===== config.mk =====
export PLATFORM = sky130hd
export DESIGN_NAME = id_ex_operand_stage_flat
export DESIGN_NICKNAME = d
export VERILOG_FILES = /design/src/rtl/rv32i_pkg.sv /design/src/rtl/id_ex_operand_stage_if.sv /design/src/rtl/alu_op_decode.sv /design/src/rtl/id_ex_operand_stage.sv /design/src/flat_wrapper.sv
export SDC_FILE = /design/constraint.sdc
export NUM_CORES = 1
export LEC_CHECK = 0
export ABC_AREA = 1
export CAP_MARGIN = 20
export CORE_AREA = 2 2 120 122
export CTS_BUF_LIST = sky130_fd_sc_hd__clkbuf_4
export CTS_CLUSTER_DIAMETER = 80
export DETAILED_ROUTE_END_ITERATION = 12
export DIE_AREA = 0 0 122 124
export HOLD_SLACK_MARGIN = 0.12
export PLACE_DENSITY = 0.75
export SETUP_SLACK_MARGIN = 0.2
export SLEW_MARGIN = 20
export SYNTH_ARGS = -nofsm -noshare
export SYNTH_HDL_FRONTEND = slang
export SYNTH_SLANG_ARGS = --single-unit

===== constraint.sdc =====
create_clock -name clk -period 1.74 [get_ports clk]
set_input_delay 0.348 -clock clk [delete_from_list [all_inputs] [get_ports clk]]
set_output_delay 0.348 -clock clk [all_outputs]
set_load 0.01 [all_outputs]

===== src/rtl/rv32i_pkg.sv =====
// rtl/rv32i_pkg.sv - shared RV32I types and constants for the ID/EX operand stage
//
// Purpose: ALU operation encodings (identical to the ALU's own), alu_op control
// encodings from the main decoder, and the packed ID/EX pipeline register.
// Ports: none (package).
package rv32i_pkg;

  localparam int XLEN     = 32;
  localparam int ALU_OP_W = 4;

  localparam logic [ALU_OP_W-1:0] ALU_AND  = 4'b0000;
  localparam logic [ALU_OP_W-1:0] ALU_OR   = 4'b0001;
  localparam logic [ALU_OP_W-1:0] ALU_ADD  = 4'b0010;
  localparam logic [ALU_OP_W-1:0] ALU_XOR  = 4'b0011;
  localparam logic [ALU_OP_W-1:0] ALU_SLL  = 4'b0100;
  localparam logic [ALU_OP_W-1:0] ALU_SRL  = 4'b0101;
  localparam logic [ALU_OP_W-1:0] ALU_SUB  = 4'b0110;
  localparam logic [ALU_OP_W-1:0] ALU_SRA  = 4'b0111;
  localparam logic [ALU_OP_W-1:0] ALU_EQ   = 4'b1000;
  localparam logic [ALU_OP_W-1:0] ALU_SLTI = 4'b1100;

  localparam logic [1:0] ALUOP_MEM    = 2'b00;
  localparam logic [1:0] ALUOP_BRANCH = 2'b01;
  localparam logic [1:0] ALUOP_ARITH  = 2'b10;
  localparam logic [1:0] ALUOP_UPPER  = 2'b11;

  // All-zero value of this struct is the bubble.
  typedef struct packed {
    logic                valid;
    logic                reg_write;
    logic                mem_read;
    logic                mem_write;
    logic                alu_src;
    logic [4:0]          rd;
    logic [4:0]          rs1;
    logic [4:0]          rs2;
    logic [XLEN-1:0]     rd1;
    logic [XLEN-1:0]     rd2;
    logic [XLEN-1:0]     imm;
    logic [ALU_OP_W-1:0] operation;
  } id_ex_t;

endpackage


===== src/rtl/id_ex_operand_stage_if.sv =====
// rtl/id_ex_operand_stage_if.sv - bus between the ID/MEM/WB stages and the ID/EX operand stage
//
// Purpose: bundles every non-clock signal of id_ex_operand_stage.
// master: the surrounding pipeline (drives id_*, flush, mem_*, wb_*).
// slave:  the operand stage (drives stall, ex_*, SrcA, SrcB, Operation).
interface id_ex_operand_stage_if #(
  parameter int DATA_WIDTH    = 32,
  parameter int OPCODE_LENGTH = 4
);
  logic                     id_valid;
  logic [4:0]               id_rs1;
  logic [4:0]               id_rs2;
  logic [4:0]               id_rd;
  logic [DATA_WIDTH-1:0]    id_rd1;
  logic [DATA_WIDTH-1:0]    id_rd2;
  logic [DATA_WIDTH-1:0]    id_imm;
  logic                     id_alu_src;
  logic [1:0]               id_alu_op;
  logic [2:0]               id_funct3;
  logic                     id_funct7b5;
  logic                     id_is_rtype;
  logic                     id_mem_read;
  logic                     id_mem_write;
  logic                     id_reg_write;
  logic                     flush;
  logic [4:0]               mem_rd;
  logic                     mem_reg_write;
  logic [DATA_WIDTH-1:0]    mem_result;
  logic [4:0]               wb_rd;
  logic                     wb_reg_write;
  logic [DATA_WIDTH-1:0]    wb_result;
  logic                     stall;
  logic                     ex_valid;
  logic                     ex_reg_write;
  logic                     ex_mem_read;
  logic                     ex_mem_write;
  logic [4:0]               ex_rd;
  logic [DATA_WIDTH-1:0]    SrcA;
  logic [DATA_WIDTH-1:0]    SrcB;
  logic [OPCODE_LENGTH-1:0] Operation;
  logic [DATA_WIDTH-1:0]    ex_store_data;

  modport master (
    output id_valid, id_rs1, id_rs2, id_rd, id_rd1, id_rd2, id_imm, id_alu_src,
           id_alu_op, id_funct3, id_funct7b5, id_is_rtype, id_mem_read,
           id_mem_write, id_reg_write, flush, mem_rd, mem_reg_write, mem_result,
           wb_rd, wb_reg_write, wb_result,
    input  stall, ex_valid, ex_reg_write, ex_mem_read, ex_mem_write, ex_rd,
           SrcA, SrcB, Operation, ex_store_data
  );

  modport slave (
    input  id_valid, id_rs1, id_rs2, id_rd, id_rd1, id_rd2, id_imm, id_alu_src,
           id_alu_op, id_funct3, id_funct7b5, id_is_rtype, id_mem_read,
           id_mem_write, id_reg_write, flush, mem_rd, mem_reg_write, mem_result,
           wb_rd, wb_reg_write, wb_result,
    output stall, ex_valid, ex_reg_write, ex_mem_read, ex_mem_write, ex_rd,
           SrcA, SrcB, Operation, ex_store_data
  );
endinterface


===== src/rtl/alu_op_decode.sv =====
// rtl/alu_op_decode.sv - combinational ALU control decode
//
// Purpose: maps main-decoder alu_op plus funct3/funct7[5]/R-type flag to the
// 4-bit ALU operation code.
// Ports: alu_op[1:0], funct3[2:0], funct7b5, is_rtype in; operation[3:0] out.
module alu_op_decode
  import rv32i_pkg::*;
(
  input  logic [1:0]          alu_op,
  input  logic [2:0]          funct3,
  input  logic                funct7b5,
  input  logic                is_rtype,
  output logic [ALU_OP_W-1:0] operation
);

  always_comb begin
    operation = ALU_ADD;
    case (alu_op)
      ALUOP_MEM, ALUOP_UPPER: operation = ALU_ADD;
      // beq/bne compare equality; blt/bge/bltu/bgeu (funct3[2]=1) use less-than.
      ALUOP_BRANCH: operation = funct3[2] ? ALU_SLTI : ALU_EQ;
      ALUOP_ARITH: begin
        case (funct3)
          3'b000:         operation = (is_rtype & funct7b5) ? ALU_SUB : ALU_ADD;
          3'b001:         operation = ALU_SLL;
          3'b010, 3'b011: operation = ALU_SLTI;
          3'b100:         operation = ALU_XOR;
          // srai carries funct7[5] in its immediate, so no is_rtype gating here.
          3'b101:         operation = funct7b5 ? ALU_SRA : ALU_SRL;
          3'b110:         operation = ALU_OR;
          default:        operation = ALU_AND;
        endcase
      end
      default: operation = ALU_ADD;
    endcase
  end

endmodule


===== src/rtl/id_ex_operand_stage.sv =====
// rtl/id_ex_operand_stage.sv - ID/EX pipeline register and ALU operand front end
//
// Purpose: registers decoded ID fields, produces the ALU operation code, and
// resolves RAW hazards by forwarding (EX/MEM over MEM/WB) plus load-use stall.
// Optional feature macro: ID_EX_FORWARDING_EN. When undefined, no forwarding
// muxes exist and stall is raised on any pending writer of a source register.
// Ports: clk, reset (synchronous, active-high), bus (id_ex_operand_stage_if.slave).
module id_ex_operand_stage
  import rv32i_pkg::*;
#(
  parameter int DATA_WIDTH    = 32,
  parameter int OPCODE_LENGTH = 4
) (
  input logic                  clk,
  input logic                  reset,
  id_ex_operand_stage_if.slave bus
);

  id_ex_t                   ex_q;
  id_ex_t                   id_pkt;
  logic [OPCODE_LENGTH-1:0] id_operation;
  logic [DATA_WIDTH-1:0]    fwd_a;
  logic [DATA_WIDTH-1:0]    fwd_b;
  logic                     stall;

  alu_op_decode u_alu_op_decode (
    .alu_op    (bus.id_alu_op),
    .funct3    (bus.id_funct3),
    .funct7b5  (bus.id_funct7b5),
    .is_rtype  (bus.id_is_rtype),
    .operation (id_operation)
  );

  // id_valid=0 still loads its fields; only ex_valid marks it as not real.
  always_comb begin
    id_pkt           = '0;
    id_pkt.valid     = bus.id_valid;
    id_pkt.reg_write = bus.id_reg_write;
    id_pkt.mem_read  = bus.id_mem_read;
    id_pkt.mem_write = bus.id_mem_write;
    id_pkt.alu_src   = bus.id_alu_src;
    id_pkt.rd        = bus.id_rd;
    id_pkt.rs1       = bus.id_rs1;
    id_pkt.rs2       = bus.id_rs2;
    id_pkt.rd1       = bus.id_rd1;
    id_pkt.rd2       = bus.id_rd2;
    id_pkt.imm       = bus.id_imm;
    id_pkt.operation = id_operation;
  end

`ifdef ID_EX_FORWARDING_EN
  // x0 is excluded by the rd!=0 tests, so a bubble (rs=0) never forwards.
  function automatic logic [DATA_WIDTH-1:0] forward(
    input logic [4:0]            rs,
    input logic [DATA_WIDTH-1:0] reg_data,
    input logic [4:0]            m_rd,
    input logic                  m_we,
    input logic [DATA_WIDTH-1:0] m_data,
    input logic [4:0]            w_rd,
    input logic                  w_we,
    input logic [DATA_WIDTH-1:0] w_data
  );
    if (m_we && (m_rd != 5'd0) && (m_rd == rs)) begin
      return m_data;
    end else if (w_we && (w_rd != 5'd0) && (w_rd == rs)) begin
      return w_data;
    end
    return reg_data;
  endfunction

  always_comb begin
    fwd_a = forward(ex_q.rs1, ex_q.rd1, bus.mem_rd, bus.mem_reg_write, bus.mem_result,
                    bus.wb_rd, bus.wb_reg_write, bus.wb_result);
    fwd_b = forward(ex_q.rs2, ex_q.rd2, bus.mem_rd, bus.mem_reg_write, bus.mem_result,
                    bus.wb_rd, bus.wb_reg_write, bus.wb_result);
  end

  // Only a load in EX cannot be forwarded in time; everything else forwards.
  always_comb begin
    stall = bus.id_valid & ex_q.valid & ex_q.mem_read & (ex_q.rd != 5'd0) &
            ((ex_q.rd == bus.id_rs1) | (ex_q.rd == bus.id_rs2)) & ~bus.flush;
  end
`else
  function automatic logic writer_hit(
    input logic [4:0] rs,
    input id_ex_t     ex,
    input logic [4:0] m_rd,
    input logic       m_we,
    input logic [4:0] w_rd,
    input logic       w_we
  );
    return (rs != 5'd0) &&
           ((ex.valid && ex.reg_write && (ex.rd == rs)) ||
            (m_we && (m_rd == rs)) ||
            (w_we && (w_rd == rs)));
  endfunction

  // Without forwarding, wait until the producer has left WB (register file
  // then returns the fresh value).
  always_comb begin
    stall = bus.id_valid & ~bus.flush &
            (writer_hit(bus.id_rs1, ex_q, bus.mem_rd, bus.mem_reg_write, bus.wb_rd, bus.wb_reg_write) |
             writer_hit(bus.id_rs2, ex_q, bus.mem_rd, bus.mem_reg_write, bus.wb_rd, bus.wb_reg_write));
  end

  always_comb begin
    fwd_a = ex_q.rd1;
    fwd_b = ex_q.rd2;
  end

  logic unused_fwd_inputs;
  assign unused_fwd_inputs = ^{ex_q.rs1, ex_q.rs2, bus.mem_result, bus.wb_result};
`endif

  // reset > flush > stall; all three load the all-zero bubble.
  always_ff @(posedge clk) begin
    if (reset || bus.flush || stall) begin
      ex_q <= '0;
    end else begin
      ex_q <= id_pkt;
    end
  end

  assign bus.stall         = stall;
  assign bus.ex_valid      = ex_q.valid;
  assign bus.ex_reg_write  = ex_q.reg_write;
  assign bus.ex_mem_read   = ex_q.mem_read;
  assign bus.ex_mem_write  = ex_q.mem_write;
  assign bus.ex_rd         = ex_q.rd;
  assign bus.SrcA          = fwd_a;
  assign bus.SrcB          = ex_q.alu_src ? ex_q.imm : fwd_b;
  assign bus.ex_store_data = fwd_b;
  assign bus.Operation     = ex_q.operation;

endmodule

===== src/flat_wrapper.sv =====
// flat-port wrapper written by rule: the top's interface ports become plain ports
module id_ex_operand_stage_flat import rv32i_pkg::*;
#(
  parameter int DATA_WIDTH    = 32,
  parameter int OPCODE_LENGTH = 4
)
  (clk, reset, bus_id_valid, bus_id_rs1, bus_id_rs2, bus_id_rd, bus_id_rd1, bus_id_rd2, bus_id_imm, bus_id_alu_src, bus_id_alu_op, bus_id_funct3, bus_id_funct7b5, bus_id_is_rtype, bus_id_mem_read, bus_id_mem_write, bus_id_reg_write, bus_flush, bus_mem_rd, bus_mem_reg_write, bus_mem_result, bus_wb_rd, bus_wb_reg_write, bus_wb_result, bus_stall, bus_ex_valid, bus_ex_reg_write, bus_ex_mem_read, bus_ex_mem_write, bus_ex_rd, bus_SrcA, bus_SrcB, bus_Operation, bus_ex_store_data);
  id_ex_operand_stage_if #(.DATA_WIDTH(DATA_WIDTH), .OPCODE_LENGTH(OPCODE_LENGTH)) bus_i ();
  input logic clk;
  input logic reset;
  input wire logic [$bits(bus_i.id_valid)-1:0] bus_id_valid;
  input wire logic [$bits(bus_i.id_rs1)-1:0] bus_id_rs1;
  input wire logic [$bits(bus_i.id_rs2)-1:0] bus_id_rs2;
  input wire logic [$bits(bus_i.id_rd)-1:0] bus_id_rd;
  input wire logic [$bits(bus_i.id_rd1)-1:0] bus_id_rd1;
  input wire logic [$bits(bus_i.id_rd2)-1:0] bus_id_rd2;
  input wire logic [$bits(bus_i.id_imm)-1:0] bus_id_imm;
  input wire logic [$bits(bus_i.id_alu_src)-1:0] bus_id_alu_src;
  input wire logic [$bits(bus_i.id_alu_op)-1:0] bus_id_alu_op;
  input wire logic [$bits(bus_i.id_funct3)-1:0] bus_id_funct3;
  input wire logic [$bits(bus_i.id_funct7b5)-1:0] bus_id_funct7b5;
  input wire logic [$bits(bus_i.id_is_rtype)-1:0] bus_id_is_rtype;
  input wire logic [$bits(bus_i.id_mem_read)-1:0] bus_id_mem_read;
  input wire logic [$bits(bus_i.id_mem_write)-1:0] bus_id_mem_write;
  input wire logic [$bits(bus_i.id_reg_write)-1:0] bus_id_reg_write;
  input wire logic [$bits(bus_i.flush)-1:0] bus_flush;
  input wire logic [$bits(bus_i.mem_rd)-1:0] bus_mem_rd;
  input wire logic [$bits(bus_i.mem_reg_write)-1:0] bus_mem_reg_write;
  input wire logic [$bits(bus_i.mem_result)-1:0] bus_mem_result;
  input wire logic [$bits(bus_i.wb_rd)-1:0] bus_wb_rd;
  input wire logic [$bits(bus_i.wb_reg_write)-1:0] bus_wb_reg_write;
  input wire logic [$bits(bus_i.wb_result)-1:0] bus_wb_result;
  output wire logic [$bits(bus_i.stall)-1:0] bus_stall;
  output wire logic [$bits(bus_i.ex_valid)-1:0] bus_ex_valid;
  output wire logic [$bits(bus_i.ex_reg_write)-1:0] bus_ex_reg_write;
  output wire logic [$bits(bus_i.ex_mem_read)-1:0] bus_ex_mem_read;
  output wire logic [$bits(bus_i.ex_mem_write)-1:0] bus_ex_mem_write;
  output wire logic [$bits(bus_i.ex_rd)-1:0] bus_ex_rd;
  output wire logic [$bits(bus_i.SrcA)-1:0] bus_SrcA;
  output wire logic [$bits(bus_i.SrcB)-1:0] bus_SrcB;
  output wire logic [$bits(bus_i.Operation)-1:0] bus_Operation;
  output wire logic [$bits(bus_i.ex_store_data)-1:0] bus_ex_store_data;
  assign bus_i.id_valid = bus_id_valid;
  assign bus_i.id_rs1 = bus_id_rs1;
  assign bus_i.id_rs2 = bus_id_rs2;
  assign bus_i.id_rd = bus_id_rd;
  assign bus_i.id_rd1 = bus_id_rd1;
  assign bus_i.id_rd2 = bus_id_rd2;
  assign bus_i.id_imm = bus_id_imm;
  assign bus_i.id_alu_src = bus_id_alu_src;
  assign bus_i.id_alu_op = bus_id_alu_op;
  assign bus_i.id_funct3 = bus_id_funct3;
  assign bus_i.id_funct7b5 = bus_id_funct7b5;
  assign bus_i.id_is_rtype = bus_id_is_rtype;
  assign bus_i.id_mem_read = bus_id_mem_read;
  assign bus_i.id_mem_write = bus_id_mem_write;
  assign bus_i.id_reg_write = bus_id_reg_write;
  assign bus_i.flush = bus_flush;
  assign bus_i.mem_rd = bus_mem_rd;
  assign bus_i.mem_reg_write = bus_mem_reg_write;
  assign bus_i.mem_result = bus_mem_result;
  assign bus_i.wb_rd = bus_wb_rd;
  assign bus_i.wb_reg_write = bus_wb_reg_write;
  assign bus_i.wb_result = bus_wb_result;
  assign bus_stall = bus_i.stall;
  assign bus_ex_valid = bus_i.ex_valid;
  assign bus_ex_reg_write = bus_i.ex_reg_write;
  assign bus_ex_mem_read = bus_i.ex_mem_read;
  assign bus_ex_mem_write = bus_i.ex_mem_write;
  assign bus_ex_rd = bus_i.ex_rd;
  assign bus_SrcA = bus_i.SrcA;
  assign bus_SrcB = bus_i.SrcB;
  assign bus_Operation = bus_i.Operation;
  assign bus_ex_store_data = bus_i.ex_store_data;
  id_ex_operand_stage #(.DATA_WIDTH(DATA_WIDTH), .OPCODE_LENGTH(OPCODE_LENGTH)) u_core (.clk(clk), .reset(reset), .bus(bus_i));
endmodule

==> results of run 1 <==
-- layout make-up --
cell class,instances,area (um2)
clock inverters,6,68.8
clock buffers,9,67.6
fillers,1228,5590
multi-input cells,282,1530
inverters,138,518
flip-flops and latches,110,2220
well taps,180,225
repair buffers,318,3500
-- timing repair --
action,CTS,global route
setup buffers,23,6
cloned,14,1
endpoints found under the setup margin,220,153
hold endpoints to repair,0,0
pin swaps,8,6
resized for setup,359,40
-- flip-flops by register name, summed over array words and instances, names as in the netlist --
register,flops
u_core.bus.Operation,4
u_core.bus.SrcA,32
u_core.bus.ex_mem_read,1
u_core.bus.ex_mem_write,1
u_core.bus.ex_rd,5
u_core.bus.ex_reg_write,1
u_core.bus.ex_store_data,32
u_core.bus.ex_valid,1
u_core.ex_q,33
-- cells in the final DEF (no fill, tap or decap), types with 11 or more instances in the layout --
cell type / netlist / routed
inv_1: 138 / 135
dfxtp_1: 110 / 99
clkdlybuf4s50_1: 0 / 131
nor2_1: 136 / 124
buf_4: 73 / 14
nand2_1: 89 / 85
dlygate4sd2_1: 0 / 67
mux2_4: 0 / 32
nor2_2: 0 / 11
nand3_1: 11 / 11
buf_16: 0 / 14
buf_6: 11 / 58
-- worst min-delay path: cells and delay by family --
| family | cells | cell delay (ns) |
|---|---|---|
| buffers and inverters | 2 | 0.44 |
| and+or+nand+nor | 1 | 0.03 |
-- how the worst min path moves through the flow --
stage,endpoint,slack (ns),cells after the start
floorplan,u_core.bus.SrcA[0],0.46,2
global placement,u_core.bus.SrcA[0],0.87,3
detailed placement,u_core.bus.ex_store_data[1],0.87,3
CTS,u_core.ex_q[19],0.32,3
global route,u_core.bus.ex_store_data[16],0.33,3
finish,u_core.ex_q[19],0.37,3
-- cells by family after synthesis --
family | count (synthesis) | synth area share
mux | 32 | 0.0756
flops | 110 | 0.462
fa+ha+maj | 2 | 0.00525
compound gates | 8 | 0.00945
simple gates | 239 | 0.192
buf+inv | 227 | 0.254
xor+xnor | 1 | 0.00184
-- stage by stage --
step | TNS, ns | total power (W) | cells | hold slack [ns]
final | -32.19 | 0.00517 | 1043 | 0.371
after CTS | -25.96 | 0.00521 | 1036 | 0.316
after detailed placement | -66.70 | 0.00370 | 984 | 0.874
after floorplan | 0 | 0.00316 | 619 | 0.460
after global placement | -67.00 | 0.00370 | 984 | 0.872
after global routing | -45.72 | 0.00544 | 1043 | 0.334
-- layer usage --
| layer | GRT usage | share of wire | wire length, um | vias up |
|---|---|---|---|---|
| met5 | 0 | 0 | 0 | - |
| li1 | - | - | - | 2188 |
| met3 | 0.0691 | 0.091 | 1210 | 24 |
| met2 | 0.312 | 0.49 | 6600 | 162 |
| met1 | 0.187 | 0.39 | 5270 | 1866 |
| met4 | 0.0704 | 0.024 | 316 | 0 |
-- power by group --
group          leakage (nW)  total, W  internal, W  switching, W
Clock                0.0680   0.00128     0.000441      0.000834
Sequential            0.908   0.00266      0.00263     0.0000375
Combinational          3.40   0.00123     0.000773      0.000455
==> flow_metrics.py, run 1 <==
metrics = {
    "status": {
        "outcome": "finished, violations left",
        "violations": "negative setup slack",
    },
    "setup_path": {
        "reg2regPathDepth": 17,
        "crit_type": "in -> reg",
        "crit_top_cell": "nand2_1",
        "crit_family": "buffers and inverters",
        "worstReg2RegEnd": "u_core.ex_q[12]",
        "worst-path-stages": 18,
        "reg2reg_slack_ns": -0.25,
        "rr_startpoint": "u_core.bus.ex_rd[4]",
        "critPathBufInv": 8,
        "slowest_delay_ns": 0.50,
        "worstSetupEndpoint": "u_core.ex_q[12]",
        "required_ns": 2.12,
        "crit_arrival_ns": 2.42,
        "critPathSlowestCell": "clkdlybuf4s50_1",
        "worstSetupStartpointType": "input port",
        "path_cells": "clkdlybuf4s50_1, inv_1, nand2_1, nand2_1, nor2_1, nand3_1, nand3_1, nand2_1, nand2_1, nand2_1, buf_4, buf_6, buf_6, nand2_8, buf_12, buf_12, clkbuf_16, nor2_1",
        "crit_start": "bus_id_rs2[4]",
        "cp-end-kind": "flop",
        "cp_max_fo": 8,
    },
    "yosys": {
        "synth.avg_cell_area_um2": 7.70,
        "synth_flop_cell": "dfxtp_1",
        "syn_area_um2": 4770,
        "yosysTopAreaCell": "dfxtp_1",
        "synthArstFlopShare": 0,
        "synth-edff-count": 0,
        "synth_top_cell_area_share": 0.462,
        "synthTopCellsByCount": "138 x inv_1, 136 x nor2_1, 110 x dfxtp_1",
        "synth_fp_nets": 823,
        "yosys_warnings": 0,
        "yosys_register_bits": 110,
        "synth_most_common_cell": "inv_1",
        "synth_cell_types": 18,
        "ys_seq_area_frac": 0.462,
        "yosys-top-cells-area": "dfxtp_1 46%, buf_4 11%, inv_1 11%",
        "netlist_instances": 619,
    },
    "place": {
        "place_hpwl_um": 9450,
        "numPortBuffers": 247,
        "globalplace.congestion": 0.863,
        "place_area_um2": 7020,
        "place_ws_ns": -0.825,
    },
    "clock_network": {
        "worstSkewPairLatency_ns": 0.47,
        "hold_buffers": 0,
        "cts_tree": "built",
        "cts_buffers": 9,
        "cts_buffer_depth": 2,
        "numClockSinks": 110,
        "clk_pin_slew_ns": 0.18,
        "cts-root-buf": "clkbuf_4",
        "htreeDepth": 3,
    },
    "cells_and_area": {
        "drive_gt1_frac": 0.216,
        "antenna_cells": 0,
        "area_growth_pct": 70.6,
        "final_area_um2": 8130,
        "final_net_count": 1063,
        "final_util": 0.593,
    },
    "power": {
        "peakVddDrop_mv": 0.447,
        "p_leak_nw": 4.37,
        "p_per_area_nw_per_um2": 635,
    },
    "drt": {
        "drt-pass1-iter-count": 4,
        "drt_wl_total_um": 13400,
        "vias": 4240,
        "drt_iter0_markers": 176,
        "wl_per_cell_um": 12.8,
        "ant_nets": 0,
        "viasPerCell": 4.07,
        "remaining_drc_errors": 0,
    },
    "floorplanning": {
        "die_w_um": 122,
        "dieHeight_um": 124,
        "die_area_um2": 15100,
        "core-area_um2": 13700,
        "start_util": 0.347,
        "num_rows": 43,
        "io_pins": 312,
    },
    "sta": {
        "min_period_ns": 2.04,
        "worst_pin_slew_ns": 0.339,
        "setup_viol": 143,
        "fin_crit_sh": 1.17,
        "worst_slack_ns": -0.303,
        "finClkSkew_ns": 0.0278,
        "rsz0062_at_grt": "true",
        "slew-limit-headroom": 0.773,
        "max_freq_mhz": 490,
        "slew_violations": 0,
        "hold_violations": 0,
    },
    "hold_path": {
        "hold_path_class": "in -> reg",
        "hold_start": "bus_id_imm[15]",
    },
    "run": {
        "cap_violations": 0,
    },
    "global_route": {
        "overflow": 0,
        "grt_pass1_wl_um": 20500,
        "first_global_vias": 4244,
        "antenna_found_initial": 0,
        "grtUsageTotal": 0.176,
        "grt_max_degree": 19,
    },
}
No activity file was read; power rests on OpenSTA's default activity.
==> inputs of run 2 (changes only) <==
--- a/config.mk
+++ b/config.mk
@@ -14,6 +14,7 @@
 export DIE_AREA = 0 0 122 124
 export HOLD_SLACK_MARGIN = 0.12
 export PLACE_DENSITY = 0.75
+export RECOVER_POWER = 100
 export SETUP_SLACK_MARGIN = 0.2
 export SLEW_MARGIN = 20
 export SYNTH_ARGS = -nofsm -noshare
==> flow_metrics.py, run 2 (synthesis gave the netlist of run 1 again) <==
metrics = {
    "drt": {
        "vias": 4240,
        "drt_wl_total_um": 13400,
        "wl_per_cell_um": 12.8,
        "viasPerCell": 4.07,
        "drt-pass1-iter-count": 4,
        "remaining_drc_errors": 0,
        "ant_nets": 0,
        "drt_iter0_markers": 176,
    },
    "global_route": {
        "grtUsageTotal": 0.176,
        "antenna_found_initial": 0,
        "overflow": 0,
        "grt_max_degree": 19,
        "grt_pass1_wl_um": 20500,
        "first_global_vias": 4244,
    },
    "place": {
        "numPortBuffers": 247,
        "place_hpwl_um": 9450,
        "place_ws_ns": -0.825,
        "globalplace.congestion": 0.863,
    },
    "clock_network": {
        "cts-root-buf": "clkbuf_4",
        "cts_buffers": 9,
        "numClockSinks": 110,
        "htreeDepth": 3,
        "cts_buffer_depth": 2,
        "clk_pin_slew_ns": 0.18,
        "worstSkewPairLatency_ns": 0.47,
        "cts_tree": "built",
    },
    "cells_and_area": {
        "final_cell_mix": "135 x inv_1, 131 x clkdlybuf4s50_1, 124 x nor2_1",
        "drive_gt1_frac": 0.210,
        "largest_register_ffs": 33,
        "top_register": "u_core.ex_q",
        "mostFrequentLayoutCell": "inv_1",
        "area_growth_pct": 70.5,
        "antenna_cells": 0,
        "final_net_count": 1063,
    },
    "sta": {
        "max_freq_mhz": 490,
        "hold_violations": 0,
        "slew_violations": 0,
        "finClkSkew_ns": 0.0278,
        "fin_crit_sh": 1.17,
        "rsz0062_at_grt": "true",
        "min_period_ns": 2.04,
        "setup_viol": 143,
        "worst_slack_ns": -0.303,
        "worst_pin_slew_ns": 0.339,
        "hold_ws_ns": 0.371,
        "slew-limit-headroom": 0.773,
    },
    "power": {
        "p_per_area_nw_per_um2": 636,
        "peakVddDrop_mv": 0.447,
        "fin_total_pwr_w": 0.00517,
        "p_leak_nw": 4.36,
    },
    "setup_path": {
        "required_ns": 2.12,
        "rr_startpoint": "u_core.bus.ex_rd[4]",
        "crit_top_cell": "nand2_1",
        "path_cells": "clkdlybuf4s50_1, inv_1, nand2_1, nand2_1, nor2_1, nand3_1, nand3_1, nand2_1, nand2_1, nand2_1, buf_4, buf_6, buf_6, nand2_8, buf_12, buf_12, clkbuf_16, nor2_1",
        "crit_arrival_ns": 2.42,
        "slowest_delay_ns": 0.50,
        "worstSetupStartpointType": "input port",
        "reg2reg_slack_ns": -0.25,
        "reg2regPathDepth": 17,
        "cp_max_fo": 8,
        "critPathSlowestCell": "clkdlybuf4s50_1",
        "worstReg2RegEnd": "u_core.ex_q[12]",
        "crit_type": "in -> reg",
        "cp-end-kind": "flop",
    },
    "run": {
        "cap_violations": 0,
    },
    "hold_path": {
        "hold_path_class": "in -> reg",
        "hold_start": "bus_id_imm[15]",
        "whs_path_depth": 3,
        "hold_path_end": "u_core.ex_q[19]",
    },
    "status": {
        "violations": "negative setup slack",
        "outcome": "finished, violations left",
    },
    "floorplanning": {
        "num_rows": 43,
        "die_area_um2": 15100,
        "start_util": 0.347,
        "dieHeight_um": 124,
        "die_w_um": 122,
        "core-area_um2": 13700,
        "io_pins": 312,
    },
}
## run 2: changes by cell type in the layout (fill, tap and decap cells not counted)
cell,previous run,this run
clkdlybuf4s15_1,6,0
clkdlybuf4s25_1,0,6
dfxtp_1,99,104
dfxtp_2,8,3
## run 2: stage by stage
stage                      util  TNS (ns)  instance area (um2)  instances
after floorplan               -         0                 4770        619
after global placement    0.512    -67.00                 7020        984
after detailed placement  0.512    -66.70                 7020        984
after CTS                 0.582    -25.96                 7990       1036
after global routing      0.592    -45.71                 8130       1043
final                     0.592    -32.18                 8130       1043
## run 2: report_power, final
group          internal (W)  switching [W]
registers           0.00262      0.0000375
logic              0.000774       0.000455
clock network      0.000441       0.000834
## run 2: final cells by class
| class | count | area [um2] |
|---|---|---|
| multi-input cells | 282 | 1530 |
| flip-flops and latches | 110 | 2220 |
| well taps | 180 | 225 |
| clock buffers | 9 | 67.6 |
| clock inverters | 6 | 68.8 |
| repair buffers | 318 | 3500 |
| fillers | 1230 | 5590 |
| inverters | 138 | 518 |
## run 2: worst max-delay path: cells and delay by family
| kind | cells | cell delay (ns) |
|---|---|---|
| buf+inv | 8 | 1.32 |
| simple gates | 10 | 0.72 |
## run 2: worst max-delay path by stage
stage | from | endpoint | depth (start not counted) | slack, ns
2_1_floorplan | bus_id_rs2[0] | u_core.bus.Operation[1] | 12 | 0.34
3_3_place_gp | bus_id_rs1[4] | bus_stall | 12 | -0.83
3_5_place_dp | bus_id_rs1[4] | bus_stall | 12 | -0.83
4_1_cts | u_core.bus.ex_rd[4] | bus_stall | 11 | -0.30
5_1_grt | u_core.bus.ex_rd[1] | bus_stall | 11 | -0.41
6_report | bus_id_rs2[4] | u_core.ex_q[12] | 18 | -0.30
## run 2: routing by layer
layer	part of all wire	global-route usage
met5	0	0
met3	0.091	0.0691
met4	0.024	0.0704
met1	0.39	0.187
met2	0.49	0.312
## run 2: timing repair
item	CTS	global route
pin swaps	8	6
endpoints found under the hold margin	0	0
hold buffers	0	0
buffers inserted	23	6
setup endpoints to repair	220	153
cloned	14	1
resized for setup	359	40
==> inputs of run 3 (changes only) <==
--- a/config.mk
+++ b/config.mk
@@ -13,10 +13,10 @@
 export DETAILED_ROUTE_END_ITERATION = 12
 export DIE_AREA = 0 0 122 124
 export HOLD_SLACK_MARGIN = 0.12
-export PLACE_DENSITY = 0.75
+export PLACE_DENSITY = 0.76
 export RECOVER_POWER = 100
 export SETUP_SLACK_MARGIN = 0.2
-export SLEW_MARGIN = 20
 export SYNTH_ARGS = -nofsm -noshare
 export SYNTH_HDL_FRONTEND = slang
+export SYNTH_HIERARCHICAL = 1
 export SYNTH_SLANG_ARGS = --single-unit
==> constraint.sdc (replaced) <==
create_clock -name clk -period 2.5 [get_ports clk]
set_input_delay 0.5 -clock clk [delete_from_list [all_inputs] [get_ports clk]]
set_output_delay 0.5 -clock clk [all_outputs]
set_load 0.01 [all_outputs]
==> flow_metrics.py, run 3 <==
metrics = {
    "cells_and_area": {
        "final_net_count": 1018,
        "drive_gt1_frac": 0.0952,
        "area_growth_pct": 49.6,
        "top_register": "u_core/ex_q",
        "final_cell_mix": "135 x inv_1, 135 x nor2_1, 119 x clkdlybuf4s50_1",
        "largest_register_ffs": 33,
        "antenna_cells": 0,
        "instances_no_fill": 999,
    },
    "place": {
        "place_hpwl_um": 9390,
        "numPortBuffers": 247,
        "globalplace.congestion": 0.893,
        "placed_cells": 978,
    },
    "floorplanning": {
        "die_w_um": 122,
        "core-area_um2": 13700,
        "dieHeight_um": 124,
        "start_util": 0.349,
        "die_area_um2": 15100,
        "num_rows": 43,
        "io_pins": 312,
    },
    "global_route": {
        "first_global_vias": 3753,
        "overflow": 0,
        "grt_max_degree": 48,
        "antenna_found_initial": 0,
        "grtUsageTotal": 0.151,
        "grt_pass1_wl_um": 17500,
    },
    "drt": {
        "drt_iter0_markers": 133,
        "drt-pass1-iter-count": 4,
        "drt_wl_total_um": 12000,
        "viasPerCell": 4.02,
        "ant_nets": 0,
        "wl_per_cell_um": 12.0,
        "vias": 4011,
        "remaining_drc_errors": 0,
    },
    "yosys": {
        "netlist_instances": 626,
        "yosysTopAreaCell": "dfxtp_1",
        "synth.avg_cell_area_um2": 7.65,
        "yosys.area_share.simple": 0.196,
        "syn_area_um2": 4790,
        "synth-adder-area-share": 0.00523,
        "yosys_register_bits": 110,
        "synth-edff-count": 0,
        "synth_flop_cell": "dfxtp_1",
        "synthTopCellsByCount": "137 x inv_1, 136 x nor2_1, 110 x dfxtp_1",
        "synth_cell_types": 18,
        "synth-xor-area-share": 0.00183,
        "synth_fp_nets": 830,
        "yosys-top-cells-area": "dfxtp_1 46%, buf_4 12%, inv_1 11%",
        "yosys_warnings": 6,
        "synth_most_common_cell": "inv_1",
        "synth_compound_area_frac": 0.00575,
        "muxShareOfSynthArea": 0.0753,
        "ys_seq_area_frac": 0.460,
        "synth_top_cell_area_share": 0.460,
        "synth_top_family_by_area": "buffers and inverters",
        "synthArstFlopShare": 0,
    },
    "clock_network": {
        "worstSkewPairLatency_ns": 0.48,
        "htreeDepth": 3,
        "cts_buffers": 9,
        "cts_tree": "built",
        "cts_buffer_depth": 2,
        "clk_pin_slew_ns": 0.19,
        "numClockSinks": 110,
        "cts-root-buf": "clkbuf_4",
        "hold_buffers": 0,
    },
    "setup_path": {
        "cp-end-kind": "output pin",
        "crit_arrival_ns": 1.81,
        "slowest_delay_ns": 0.44,
        "path_cells": "buf_6, clkbuf_16, mux2_2, clkdlybuf4s25_1",
        "worstReg2RegEnd": "u_core/bus.ex_store_data[14]",
        "worstSetupStartpointType": "flop",
        "crit_type": "reg -> out",
        "reg2reg_slack_ns": 0.34,
        "cp_max_fo": 7,
        "critPathBufInv": 3,
        "required_ns": 2.00,
        "reg2regPathDepth": 13,
        "critPathSlowestCell": "dfxtp_1",
        "crit_family": "buffers and inverters",
        "crit_start": "u_core/ex_q[115]",
        "rr_startpoint": "u_core/bus.ex_rd[3]",
    },
    "sta": {
        "finClkSkew_ns": 0.0238,
        "setup_viol": 0,
        "fin_crit_sh": 0.926,
        "rsz0062_at_grt": "true",
        "slew-limit-headroom": 0.628,
        "slew_violations": 0,
        "hold_ws_ns": 0.507,
        "min_period_ns": 2.31,
        "hold_violations": 0,
        "max_freq_mhz": 432,
        "worst_pin_slew_ns": 0.558,
    },
    "power": {
        "p_comb_frac": 0.179,
        "p_leak_nw": 3.87,
        "p_sw_frac": 0.260,
        "p_switching_w": 0.000925,
        "fin_total_pwr_w": 0.00356,
        "peakVddDrop_mv": 0.369,
        "p_clk_frac": 0.301,
        "p_seq_frac": 0.520,
        "p_int_w": 0.00264,
        "p_per_area_nw_per_um2": 497,
    },
    "hold_path": {
        "hold_path_class": "in -> reg",
        "whs_path_depth": 3,
        "hold_start": "bus_id_imm[3]",
        "hold_path_end": "u_core/ex_q[7]",
    },
    "run": {
        "cap_violations": 0,
    },
    "status": {
        "outcome": "finished, final reports clean",
    },
}
==> run 3: changes by cell type in the layout (fill, tap and decap cells not counted), moves of 8 or more <==
cell             delta
clkdlybuf4s15_1    +16
dlygate4sd3_1      +75
buf_6              -57
dlymetal6s2s_1      +8
nor2_1             +11
nand2_1             +8
mux2_4             -32
clkdlybuf4s50_1    -12
buf_16             -14
mux2_2             +32
dlygate4sd2_1      -52
nor2_2             -10
==> run 3: layout make-up <==
cell class                 instances  area, um2
timing repair buffer             266       2650
tap                              180        225
inverter                         143        537
clock buffer                       9       67.6
sequential                       110       2200
fill                            1305       6560
multi-input combinational        284       1360
clock inverter                     7        116
==> run 3: metrics by stage <==
| step | setup TNS (ns) | util | setup slack, ns | instance area, um2 |
|---|---|---|---|---|
| floorplan | 0 | - | 0.795 | 4790 |
| global placement | -0.311 | 0.507 | -0.311 | 6960 |
| detailed placement | -0.326 | 0.507 | -0.326 | 6960 |
| CTS | 0 | 0.519 | 0.00649 | 7130 |
| global route | 0 | 0.522 | 0.0826 | 7160 |
| finish | 0 | 0.522 | 0.186 | 7160 |
==> run 3: worst max path at each step <==
stage,endpoint,slack (ns),cells after the start
floorplan,bus_SrcB[0],0.79,3
global placement,bus_stall,-0.31,12
detailed placement,bus_stall,-0.33,12
CTS,bus_stall,0.006,12
global route,bus_SrcB[26],0.08,4
finish,bus_SrcB[26],0.19,4
==> run 3: power groups by stage <==
stage                     sequential (W)  clock, W  combinational, W
after floorplan                  0.00189         0          0.000314
after global placement           0.00189         0          0.000668
after detailed placement         0.00190         0          0.000675
after CTS                        0.00186   0.00111          0.000662
after global routing             0.00186   0.00117          0.000696
final                            0.00185   0.00107          0.000637
==> run 3: timing repair <==
item	CTS	global route
hold endpoints to repair	0	0
endpoints found under the setup margin	33	26
cloned	0	1
resized for setup	42	52
setup buffers	4	0
pin swaps	0	4
==> run 3: logic make-up after synthesis <==
logic type | after synthesis
XOR/XNOR | 1
AND/OR/NAND/NOR | 245
flip-flops | 110
AO/OA/AOI/OAI | 4
adder cells (fa/ha/maj) | 2
buffers and inverters | 232
multiplexers | 32
==> run 3: routing by layer <==
metal	part of all wire	global-route usage	vias to the layer above
met5	0	0	-
met4	0.018	0.0524	0
met3	0.093	0.0687	18
met2	0.50	0.270	142
met1	0.38	0.155	1755
li1	-	-	2096
==> run 3: tightest hold or removal path, delay by kind of cell <==
family	cells	cell delay (ns)
buffers and inverters	2	0.44
and+or+nand+nor	1	0.03
